File: src/rtl/mem_arbiter.sv
// Purpose: shares one single-port memory between the CPU datapath and the debug/loader port.
// Latency: ack pulses LAT+1 cycles after the grant edge; back in IDLE LAT+2 cycles after the sampled req.
// Backpressure: req/ack handshake; the loser keeps req high and waits, the CPU sees cpu_stall until cpu_ack.
module mem_arbiter #(
  parameter int AW       = 32,
  parameter int DW       = 32,
  parameter int LAT      = 2,
  parameter int HOLD_MAX = 4
) (
  input  logic          clk,
  input  logic          rst,
  input  logic          cpu_req,
  input  logic          cpu_we,
  input  logic [AW-1:0] cpu_addr,
  input  logic [DW-1:0] cpu_wdata,
  output logic [DW-1:0] cpu_rdata,
  output logic          cpu_ack,
  output logic          cpu_stall,
  input  logic          dbg_req,
  input  logic          dbg_we,
  input  logic [AW-1:0] dbg_addr,
  input  logic [DW-1:0] dbg_wdata,
  output logic [DW-1:0] dbg_rdata,
  output logic          dbg_ack,
  output logic [AW-1:0] mem_addr,
  output logic [DW-1:0] mem_wdata,
  output logic          mem_re,
  output logic          mem_we,
  input  logic [DW-1:0] mem_rdata,
  output logic          owner,
  output logic          busy
);

  localparam int SW = $clog2(HOLD_MAX + 1);
  localparam int CW = (LAT > 1) ? $clog2(LAT) : 1;

  typedef enum logic [1:0] {
    IDLE   = 2'd0,
    ACCESS = 2'd1,
    RESP   = 2'd2
  } state_t;

  state_t        state;
  state_t        state_nxt;
  logic [CW-1:0] cnt;
  logic [SW-1:0] streak;
  logic          we_q;
  logic          owner_q;
  logic [AW-1:0] addr_q;
  logic [DW-1:0] wdata_q;
  logic          grant;
  logic          grant_dbg;
  logic          streak_full;
  logic          last_cycle;

  assign streak_full = (streak == SW'(HOLD_MAX));
  assign last_cycle  = (cnt == '0);

  // Memory sees only latched values, never the requester inputs directly.
  assign mem_addr  = addr_q;
  assign mem_wdata = wdata_q;
  assign owner     = owner_q;
  assign cpu_stall = cpu_req & ~cpu_ack;

  // State register; reset drops straight to IDLE so strobes and busy fall asynchronously.
  always_ff @(posedge clk or posedge rst) begin
    if (rst) begin
      state <= IDLE;
    end else begin
      state <= state_nxt;
    end
  end

  // Next state, arbitration and decoded outputs.
  always_comb begin
    state_nxt = state;
    grant     = 1'b0;
    grant_dbg = 1'b0;
    busy      = 1'b0;
    mem_re    = 1'b0;
    mem_we    = 1'b0;
    cpu_ack   = 1'b0;
    dbg_ack   = 1'b0;
    case (state)
      IDLE: begin
        if (cpu_req | dbg_req) begin
          grant = 1'b1;
          // Debug normally wins a tie; a full streak hands the slot to the CPU.
          grant_dbg = dbg_req & (~cpu_req | ~streak_full);
          state_nxt = ACCESS;
        end
      end
      ACCESS: begin
        busy   = 1'b1;
        mem_re = ~we_q;
        mem_we = we_q;
        if (last_cycle) begin
          state_nxt = RESP;
        end
      end
      RESP: begin
        busy      = 1'b1;
        cpu_ack   = ~owner_q;
        dbg_ack   = owner_q;
        state_nxt = IDLE;
      end
      default: begin
        state_nxt = IDLE;
      end
    endcase
  end

  // Transaction latch, wait counter, fairness streak and per-owner read data.
  always_ff @(posedge clk or posedge rst) begin
    if (rst) begin
      cnt       <= '0;
      streak    <= '0;
      we_q      <= 1'b0;
      owner_q   <= 1'b0;
      addr_q    <= '0;
      wdata_q   <= '0;
      cpu_rdata <= '0;
      dbg_rdata <= '0;
    end else begin
      if (grant) begin
        owner_q <= grant_dbg;
        we_q    <= grant_dbg ? dbg_we    : cpu_we;
        addr_q  <= grant_dbg ? dbg_addr  : cpu_addr;
        wdata_q <= grant_dbg ? dbg_wdata : cpu_wdata;
        cnt     <= CW'(LAT - 1);
        // Only debug grants taken while the CPU is waiting count toward the streak.
        if (grant_dbg && cpu_req) begin
          if (!streak_full) begin
            streak <= streak + SW'(1);
          end
        end else begin
          streak <= '0;
        end
      end
      if (state == ACCESS) begin
        if (!last_cycle) begin
          cnt <= cnt - CW'(1);
        end else if (!we_q) begin
          if (owner_q) begin
            dbg_rdata <= mem_rdata;
          end else begin
            cpu_rdata <= mem_rdata;
          end
        end
      end
    end
  end

endmodule

File: config.mk
export PLATFORM = sky130hd
export DESIGN_NAME = mem_arbiter
export DESIGN_NICKNAME = d
export VERILOG_FILES = /design/src/rtl/mem_arbiter.sv
export SDC_FILE = /design/constraint.sdc
export NUM_CORES = 1
export LEC_CHECK = 0
export BUFFER_PORTS_ARGS = -buffer_cell sky130_fd_sc_hd__buf_4
export CAP_MARGIN = 0
export CORE_MARGIN = 2
export CORE_UTILIZATION = 25
export DETAILED_ROUTE_END_ITERATION = 6
export REMOVE_ABC_BUFFERS = 1
export SYNTH_ARGS = -nofsm -noshare
export SYNTH_HDL_FRONTEND = slang
export SYNTH_SLANG_ARGS = --single-unit
File: constraint.sdc
create_clock -name clk -period 5.2 [get_ports clk]
set_clock_uncertainty 0.15 [all_clocks]
set_input_delay 0.26 -clock clk [delete_from_list [all_inputs] [get_ports clk]]
set_output_delay 0.26 -clock clk [all_outputs]
set_load 0.01 [all_outputs]
==> flow_metrics.py, run 1 <==
metrics = {
    "route": {
        "vias_per_cell": 4.81,
        "drc": 0,
        "first_iter_violations": 391,
        "ant_nets": 0,
        "vias": 6078,
        "firstDrtPassIters": 5,
        "wirelength_um": 23200,
        "wl_per_cell_um": 18.4,
    },
    "setup_path": {
        "crit_chain": "inv_1, ha_2, o21a_2, buf_4, nor2_1, a21oi_1",
        "crit_type": "flip-flop to flip-flop",
        "crit_path_max_fanout": 35,
        "cp_data_arrival_time_ns": 3.14,
        "worst_setup_path_end_kind": "flip-flop",
        "ff2ff_path_depth": 6,
        "r2r-end": "mem_addr[16]",
        "cp_slowest_cell": "o21a_2",
        "crit_family": "compound AO/OA/AOI/OAI gates",
        "path_buf_inv": 2,
        "cp-start-kind": "flip-flop",
        "slowest_delay_ns": 0.74,
        "cp_data_required_time_ns": 5.37,
        "r2r_slack_ns": 2.23,
        "rr_startpoint": "state[1]",
    },
    "yosys": {
        "ys_seq_area_frac": 0.549,
        "synth_top_area_frac": 0.549,
        "postSynthCellCount": 557,
        "yosys.area.top_type": "dfrtp_1",
        "synth_area_leaders": "dfrtp_1, mux2_2, a41oi_1",
        "yosys_warnings": 0,
        "syn_avg_cell_area_um2": 11.1,
        "synth-seq-cells": 136,
        "synth_area_um2": 6200,
        "yosysUniqueCellTypes": 29,
    },
    "clocking": {
        "numCtsBuffers": 17,
        "h-tree-depth": 4,
        "clkLatencyLatePin_ns": 0.41,
        "hold_buffers": 98,
        "cts.sink_count": 136,
        "clk_pin_slew_ns": 0.07,
        "clockBufferDepth": 2,
        "cts_resized": 0,
        "cts_tree": "yes",
        "root_buffer": "clkbuf_16",
        "cts_setup_buffers": 0,
    },
    "grt": {
        "antenna_found_initial": 0,
        "met2_usage": 0.295,
        "grt_use_met1": 0.223,
        "grt_util_met3": 0.0460,
        "grt_pass1_wl_um": 35600,
        "grt_pass1_vias": 6289,
        "busiest_layer": "met2",
        "overflow": 0,
        "grt_util_all_layers": 0.175,
        "grt_max_degree": 90,
    },
    "pwr": {
        "powerDensity_nw_per_um2": 561,
        "power_mw": 5.73,
        "power.leakage_nw": 4.58,
        "peakVddDrop_mv": 0.221,
    },
    "placed_design": {
        "gp_congestion": 0.748,
        "portBuffers": 300,
        "dp_slack_ns": 2.20,
        "dp_hpwl_um": 14700,
    },
    "min_path": {
        "hold_depth": 2,
        "hold_path.class": "input pin to flip-flop",
        "whs_endpoint": "streak[2]",
        "min_from": "cpu_req",
    },
    "sta": {
        "setup_tns_ns": 0,
        "hold_viol_final": 0,
        "period_needed_ns": 2.97,
        "rsz0062_at_grt": "false",
        "final.setup.worst_slack_ns": 2.23,
        "period_share": 0.571,
        "setup_viol": 0,
        "max_slew_margin": 0.447,
        "holdWs_ns": 0.0391,
        "drv_slew": 0,
        "fmax_ghz": 0.337,
        "tightest_slew_ns": 0.830,
    },
    "final_layout": {
        "final_cell_mix": "buf_4, dfrtp_1, dlygate4sd3_1",
        "area_growth_pct": 64.7,
        "antenna_cells": 0,
        "layout-drive-gt1-share": 0.443,
        "final_common_cell": "buf_4",
        "fillers": 2322,
        "num-nets-final": 1099,
        "postLayoutCoreUtil": 0.420,
    },
    "floorplanning": {
        "initial_core_util": 0.255,
        "die-area_um2": 26100,
        "die_w_um": 161,
        "fp.coreArea_um2": 24300,
        "die_h_um": 161,
        "num_rows": 57,
        "pin_count": 301,
    },
    "flow_run": {
        "maxCapViolCount": 0,
    },
    "outcome": {
        "status": "finished, final reports clean",
    },
}
==> cells in the mapped netlist (all sizes together) <==
cell type and instances:
clkbuf 34, o21ai 66, a41oi 65, nand3 1
and3 1, nor3 1, o21a 1, a21oi 65
o22ai 2, nor2b 1, nand2 2, buf 24
and2 2, nand2b 1, a32o 1, inv 7
nor3b 2, mux2 67, and2b 1, dfrtp 136
mux2i 1, ha 7, a22o 2, nor2 67
==> through the flow <==
stage | std cells | area [um^2]
after floorplan | 499 | 5900
after global placement | 1133 | 8660
after detailed placement | 1133 | 8660
after CTS | 1263 | 10200
after global routing | 1263 | 10200
final | 1263 | 10200
==> sequential cells by signal, summed over array words and instances (netlist names) <==
name and flops:
cpu_rdata 32, dbg_rdata 32, mem_addr 32, mem_wdata 32
streak 3, state 2, cnt 1, owner 1
we_q 1
==> kinds of logic after synthesis <==
kind of cell             synth area share
AO/OA/AOI/OAI                       0.206
flip-flops                          0.549
AND/OR/NAND/NOR                    0.0557
multiplexers                        0.123
buffers and inverters              0.0523
adder cells (fa/ha/maj)            0.0141
==> how the worst max path moves through the flow <==
stage	slack, ns	to	cells past startpoint	start
6_report	2.23	mem_addr[16]	6	state[1]
3_5_place_dp	2.20	mem_wdata[18]	6	state[1]
3_3_place_gp	2.29	mem_wdata[10]	6	state[0]
2_1_floorplan	1.15	cnt	1	rst
4_1_cts	2.20	mem_wdata[31]	6	state[1]
5_1_grt	1.99	mem_wdata[0]	6	state[1]
==> where the power goes <==
part	switching (mW)	internal (mW)
logic	1.32	1.32
clock network	0.540	0.643
registers	0.317	1.58
==> layout make-up <==
| type | count | area (um^2) | area share |
|---|---|---|---|
| well taps | 324 | 405 | 0.0397 |
| inverters | 7 | 31.3 | 0.00306 |
| multi-input cells | 356 | 2490 | 0.244 |
| flip-flops and latches | 136 | 3400 | 0.333 |
| clock buffers | 18 | 439 | 0.0430 |
| clock inverters | 14 | 134 | 0.0131 |
| repair buffers | 408 | 3310 | 0.324 |
==> metal layers <==
| metal | routed length [um] | up-vias |
|---|---|---|
| met4 | 272 | 0 |
| met3 | 1590 | 17 |
| met2 | 11300 | 270 |
| li1 | - | 2801 |
| met5 | 0 | - |
| met1 | 10100 | 2990 |
No activity file was read; power rests on OpenSTA's default activity.
==> run 2, diff against run 1 <==
clock period = 2.7 ns   (was 5.2 ns; I/O delays follow)
==> run 2 against run 1 <==
- global-route usage grew 0.31 points
- sequential power rose by 92%
- critical path depth increased by 1
- setup slack lost 2.1 ns
- utilization is 3.2 points higher
- clock power rose by 100%
- highest routed layer unchanged
- hold slack worse by 0.0020 ns
- register-to-register slack got worse by 2.0 ns
- largest power group unchanged
- largest cell class is now buffers
==> flow_metrics.py, run 2 (same netlist as run 1, synthesis figures left out) <==
metrics = {
    "outcome": {
        "status": "finished, final reports clean",
    },
    "pwr": {
        "powerDensity_nw_per_um2": 1110,
        "power_mw": 12.2,
        "combPwrFrac": 0.505,
        "seq_power_share": 0.299,
        "pwr-share-clk": 0.196,
        "power.leakage_nw": 4.89,
        "p_int_mw": 7.86,
        "sw_frac_of_total": 0.354,
        "peakVddDrop_mv": 0.437,
        "switchingPower_mw": 4.31,
    },
    "final_layout": {
        "multi_input_area_um2": 2490,
        "final_common_cell": "buf_4",
        "seq_area_um2": 3400,
        "design_area_um2": 11000,
        "final_cell_mix": "buf_4, dlygate4sd3_1, dfrtp_1",
        "fillers": 2262,
        "antenna_cells": 0,
        "num-nets-final": 1171,
        "postLayoutCoreUtil": 0.452,
        "area_growth_pct": 77.2,
        "layout-drive-gt1-share": 0.418,
    },
    "floorplanning": {
        "die-area_um2": 26100,
        "die_h_um": 161,
        "num_rows": 57,
        "initial_core_util": 0.255,
        "die_w_um": 161,
        "pin_count": 301,
        "fp.coreArea_um2": 24300,
    },
    "sta": {
        "final.setup.worst_slack_ns": 0.149,
        "drv_slew": 0,
        "fmax_ghz": 0.392,
        "setup_viol": 0,
        "period_share": 0.945,
        "rsz0062_at_grt": "false",
        "max_slew_margin": 0.405,
        "holdWs_ns": 0.0371,
        "hold_viol_final": 0,
        "tightest_slew_ns": 0.889,
        "period_needed_ns": 2.55,
    },
    "setup_path": {
        "worst_setup_path_end_kind": "flip-flop",
        "cp_data_arrival_time_ns": 2.75,
        "path_buf_inv": 4,
        "crit_family": "buffers and inverters",
        "crit_path_max_fanout": 43,
        "cp-start-kind": "input pin",
        "crit_top_cell": "dlygate4sd3_1",
        "cp_data_required_time_ns": 2.90,
        "slowest_delay_ns": 0.71,
        "crit_chain": "dlygate4sd3_1, buf_4, o21ai_4, buf_12, a41oi_1, a21oi_1, dlygate4sd3_1",
        "cp_slowest_cell": "o21ai_4",
        "crit_type": "input pin to flip-flop",
    },
    "placed_design": {
        "gp_congestion": 0.743,
        "portBuffers": 300,
        "dp_slack_ns": 0.534,
        "dp_hpwl_um": 15000,
        "post_dp_cell_area_um2": 8760,
    },
    "route": {
        "vias": 6432,
        "wirelength_um": 23300,
        "vias_per_cell": 4.82,
        "first_iter_violations": 330,
        "ant_nets": 0,
        "wl_per_cell_um": 17.5,
        "firstDrtPassIters": 4,
        "drc": 0,
    },
    "clocking": {
        "clkLatencyLatePin_ns": 0.42,
        "cts_resized": 0,
        "h-tree-depth": 4,
        "numCtsBuffers": 17,
        "clk_pin_slew_ns": 0.07,
        "root_buffer": "clkbuf_16",
        "clockBufferDepth": 2,
        "cts_tree": "yes",
        "cts.sink_count": 136,
    },
    "min_path": {
        "hold_path.class": "input pin to flip-flop",
    },
    "grt": {
        "grt_max_degree": 65,
        "antenna_found_initial": 0,
        "grt_util_all_layers": 0.178,
        "overflow": 0,
        "grt_pass1_wl_um": 36500,
        "grt_pass1_vias": 6809,
    },
    "flow_run": {
        "maxCapViolCount": 0,
    },
}
[run 2: worst paths after layout]
check,start,endpoint,slack (ns),depth (start not counted)
setup / recovery,cpu_req,mem_wdata[31],0.15,7
hold / removal,dbg_wdata[15],mem_wdata[15],0.04,3
setup reg to reg,state[1],mem_addr[23],0.19,7
hold reg to reg,dbg_rdata[25],dbg_rdata[25],0.34,1
max in group asynchronous,rst,cpu_rdata[6],1.39,4
min in group asynchronous,rst,mem_addr[9],0.21,3
[run 2: cell type report]
class / instances / share of cell area
clock buffers: 17 / 0.0387
clock inverters: 14 / 0.0153
inverters: 7 / 0.00285
multi-input cells: 356 / 0.227
flip-flops and latches: 136 / 0.310
well taps: 324 / 0.0369
repair buffers: 480 / 0.370
[run 2: metal layers]
| layer | share of wire | global-route usage | routed length, um |
|---|---|---|---|
| met2 | 0.49 | 0.303 | 11400 |
| met4 | 0.019 | 0.0588 | 439 |
| met1 | 0.41 | 0.216 | 9550 |
| met3 | 0.083 | 0.0519 | 1930 |
| met5 | 0 | 0 | 0 |
[run 2: what timing repair did]
action | in CTS | in global routing
setup buffers | 0 | 0
endpoints found under the setup margin | 0 | 0
hold buffers | 163 | 0
endpoints found under the hold margin | 191 | 0
[run 2: power by group through the flow]
stage,Clock (mW),Combinational [mW],Sequential [mW]
after floorplan,0,2.05,4.04
after global placement,0,5.01,3.65
after detailed placement,0,5.09,3.66
after CTS,2.45,6.12,3.64
after global routing,2.56,6.66,3.77
final,2.39,6.14,3.64
[run 2: per-stage QoR]
step                setup TNS [ns]  std cells
floorplan                  -228.63        499
global placement                 0       1140
detailed placement               0       1140
CTS                              0       1334
global route                     0       1334
finish                           0       1334
[run 2: worst register-to-register path, delay by kind of cell (launching register included)]
| family | cells | cell delay, ns |
|---|---|---|
| adders and majority gates | 1 | 0.28 |
| DFF | 1 | 0.39 |
| AOI/OAI and AO/OA | 3 | 0.59 |
| buffers and inverters | 3 | 0.97 |
==> run 3, diff against run 2 <==
CORE_MARGIN = 5   (was 2)
==> run 3 against run 2 <==
- setup slack improved by 0.25 ns
- total power decreased by 7.4%
- non-clock buffer count is 1 higher
- combinational power fell by 14%
- wire length rose by 2.1%
- register-to-register slack better by 0.21 ns
- flip-flop and latch count stayed put
- sequential share of layout area about the same
- critical path depth unchanged
- via count is 0.23% lower
- global-route usage is 1.1 points lower
- count of clock-buffer cells in the layout unchanged
- critical path type is now flip-flop to flip-flop
- largest cell class unchanged
- largest power group unchanged
==> flow_metrics.py, run 3 (same netlist as run 1, synthesis figures left out) <==
metrics = {
    "route": {
        "vias_per_cell": 4.80,
        "wl_per_cell_um": 17.8,
        "drc": 0,
        "ant_nets": 0,
        "vias": 6417,
        "first_iter_violations": 432,
        "wirelength_um": 23800,
        "firstDrtPassIters": 5,
    },
    "placed_design": {
        "portBuffers": 300,
        "gp_congestion": 0.781,
        "dp_hpwl_um": 15400,
    },
    "setup_path": {
        "crit_family": "buffers and inverters",
        "crit_chain": "inv_1, ha_2, buf_4, o21a_2, buf_12, nor2_1, a21oi_1",
        "rr_startpoint": "state[1]",
        "cp_data_arrival_time_ns": 2.47,
        "cp_slowest_cell": "buf_4",
        "crit_path_max_fanout": 66,
        "cp-start-kind": "flip-flop",
        "crit_type": "flip-flop to flip-flop",
        "slowest_delay_ns": 0.44,
        "r2r_slack_ns": 0.40,
        "cp_data_required_time_ns": 2.87,
        "r2r-end": "mem_wdata[14]",
        "path_buf_inv": 3,
        "ff2ff_path_depth": 7,
        "worst_setup_path_end_kind": "flip-flop",
    },
    "final_layout": {
        "final_common_cell": "buf_4",
        "area_growth_pct": 77.3,
        "antenna_cells": 0,
        "layout-drive-gt1-share": 0.418,
        "num-nets-final": 1172,
        "fillers": 2214,
        "final_cell_mix": "buf_4, dlygate4sd3_1, dfrtp_1",
    },
    "floorplanning": {
        "die_w_um": 167,
        "die_h_um": 167,
        "initial_core_util": 0.254,
        "fp.coreArea_um2": 24400,
        "die-area_um2": 28100,
        "num_rows": 57,
        "pin_count": 301,
    },
    "pwr": {
        "p_int_mw": 7.05,
        "pwr-share-clk": 0.207,
        "power.leakage_nw": 4.92,
        "switchingPower_mw": 4.22,
        "sw_frac_of_total": 0.374,
        "seq_power_share": 0.324,
        "power_mw": 11.3,
        "powerDensity_nw_per_um2": 1020,
        "peakVddDrop_mv": 0.384,
        "combPwrFrac": 0.469,
    },
    "sta": {
        "rsz0062_at_grt": "false",
        "period_needed_ns": 2.30,
        "drv_slew": 0,
        "hold_viol_final": 0,
        "tightest_slew_ns": 0.959,
        "setup_viol": 0,
        "period_share": 0.852,
        "max_slew_margin": 0.358,
        "setup_tns_ns": 0,
        "fmax_ghz": 0.435,
    },
    "clocking": {
        "cts_tree": "yes",
        "cts_setup_buffers": 0,
        "clockBufferDepth": 2,
        "root_buffer": "clkbuf_16",
        "numCtsBuffers": 17,
        "clkLatencyLatePin_ns": 0.41,
        "h-tree-depth": 4,
        "cts.sink_count": 136,
        "clk_pin_slew_ns": 0.06,
    },
    "grt": {
        "grt_pass1_vias": 6786,
        "grt_pass1_wl_um": 38100,
        "grt_util_all_layers": 0.167,
        "antenna_found_initial": 0,
        "grt_max_degree": 75,
        "overflow": 0,
    },
    "min_path": {
        "hold_path.class": "input pin to async pin",
    },
    "flow_run": {
        "maxCapViolCount": 0,
    },
    "outcome": {
        "status": "finished, final reports clean",
    },
}
run 3: cell count changes in the layout (fill, tap and decap cells not counted), sizes merged:
cell         before  now
dlygate4sd3     163  164
bufinv            2    1
inv              13   17
clkinv            4    2
run 3: tightest hold or removal path, delay by kind of cell:
kind	cells	cell delay, ns
buffers and inverters	3	0.93
run 3: what timing repair did:
item | CTS | global route
hold endpoints to repair | 238 | 0
resized for setup | 0 | 0
hold buffers | 164 | 0
run 3: worst max-delay path by stage:
| stage | from | to | slack [ns] | depth (start not counted) |
|---|---|---|---|---|
| after floorplan | rst | cnt | -1.22 | 1 |
| after global placement | state[0] | mem_wdata[21] | 0.51 | 7 |
| final | state[1] | mem_wdata[14] | 0.40 | 7 |
| after detailed placement | state[1] | mem_wdata[5] | 0.45 | 7 |
| after CTS | state[1] | mem_wdata[18] | 0.43 | 7 |
| after global routing | state[1] | mem_addr[7] | 0.25 | 7 |
run 3: metal layers:
| layer | vias to the layer above | track usage | wire length [um] |
|---|---|---|---|
| met5 | - | 0 | 0 |
| met4 | 0 | 0.0550 | 442 |
| met3 | 29 | 0.0417 | 2010 |
| met2 | 343 | 0.272 | 11300 |
| met1 | 3100 | 0.219 | 10000 |
| li1 | 2945 | - | - |
run 3: layout make-up:
type                            instances  area, um^2  area share
Sequential cell                       136        3400       0.309
Clock buffer                           17         425      0.0387
Multi-Input combinational cell        356        2490       0.227
Timing Repair Buffer                  481        4080       0.371
Tap cell                              324         405      0.0369
Inverter                                7        31.3     0.00284
Clock inverter                         15         154      0.0140
run 3: power groups by stage:
stage | logic, mW | registers (mW) | clock network, mW
3_5_place_dp | 5.11 | 3.66 | 0
4_1_cts | 5.30 | 3.64 | 2.42
3_3_place_gp | 5.05 | 3.65 | 0
2_1_floorplan | 2.05 | 4.04 | 0
6_report | 5.29 | 3.65 | 2.34
5_1_grt | 5.76 | 3.76 | 2.51
run 3: metrics by stage:
stage / hold WS (ns) / std cells / utilization / cell area [um^2] / worst slack (ns)
floorplan: 0.120 / 499 / - / 5900 / -1.22
global placement: -0.00130 / 1140 / 0.360 / 8780 / 0.513
detailed placement: -0.00483 / 1140 / 0.360 / 8780 / 0.447
CTS: 0.0872 / 1336 / 0.451 / 11000 / 0.433
global route: 0.0990 / 1336 / 0.451 / 11000 / 0.252
finish: 0.109 / 1336 / 0.451 / 11000 / 0.400
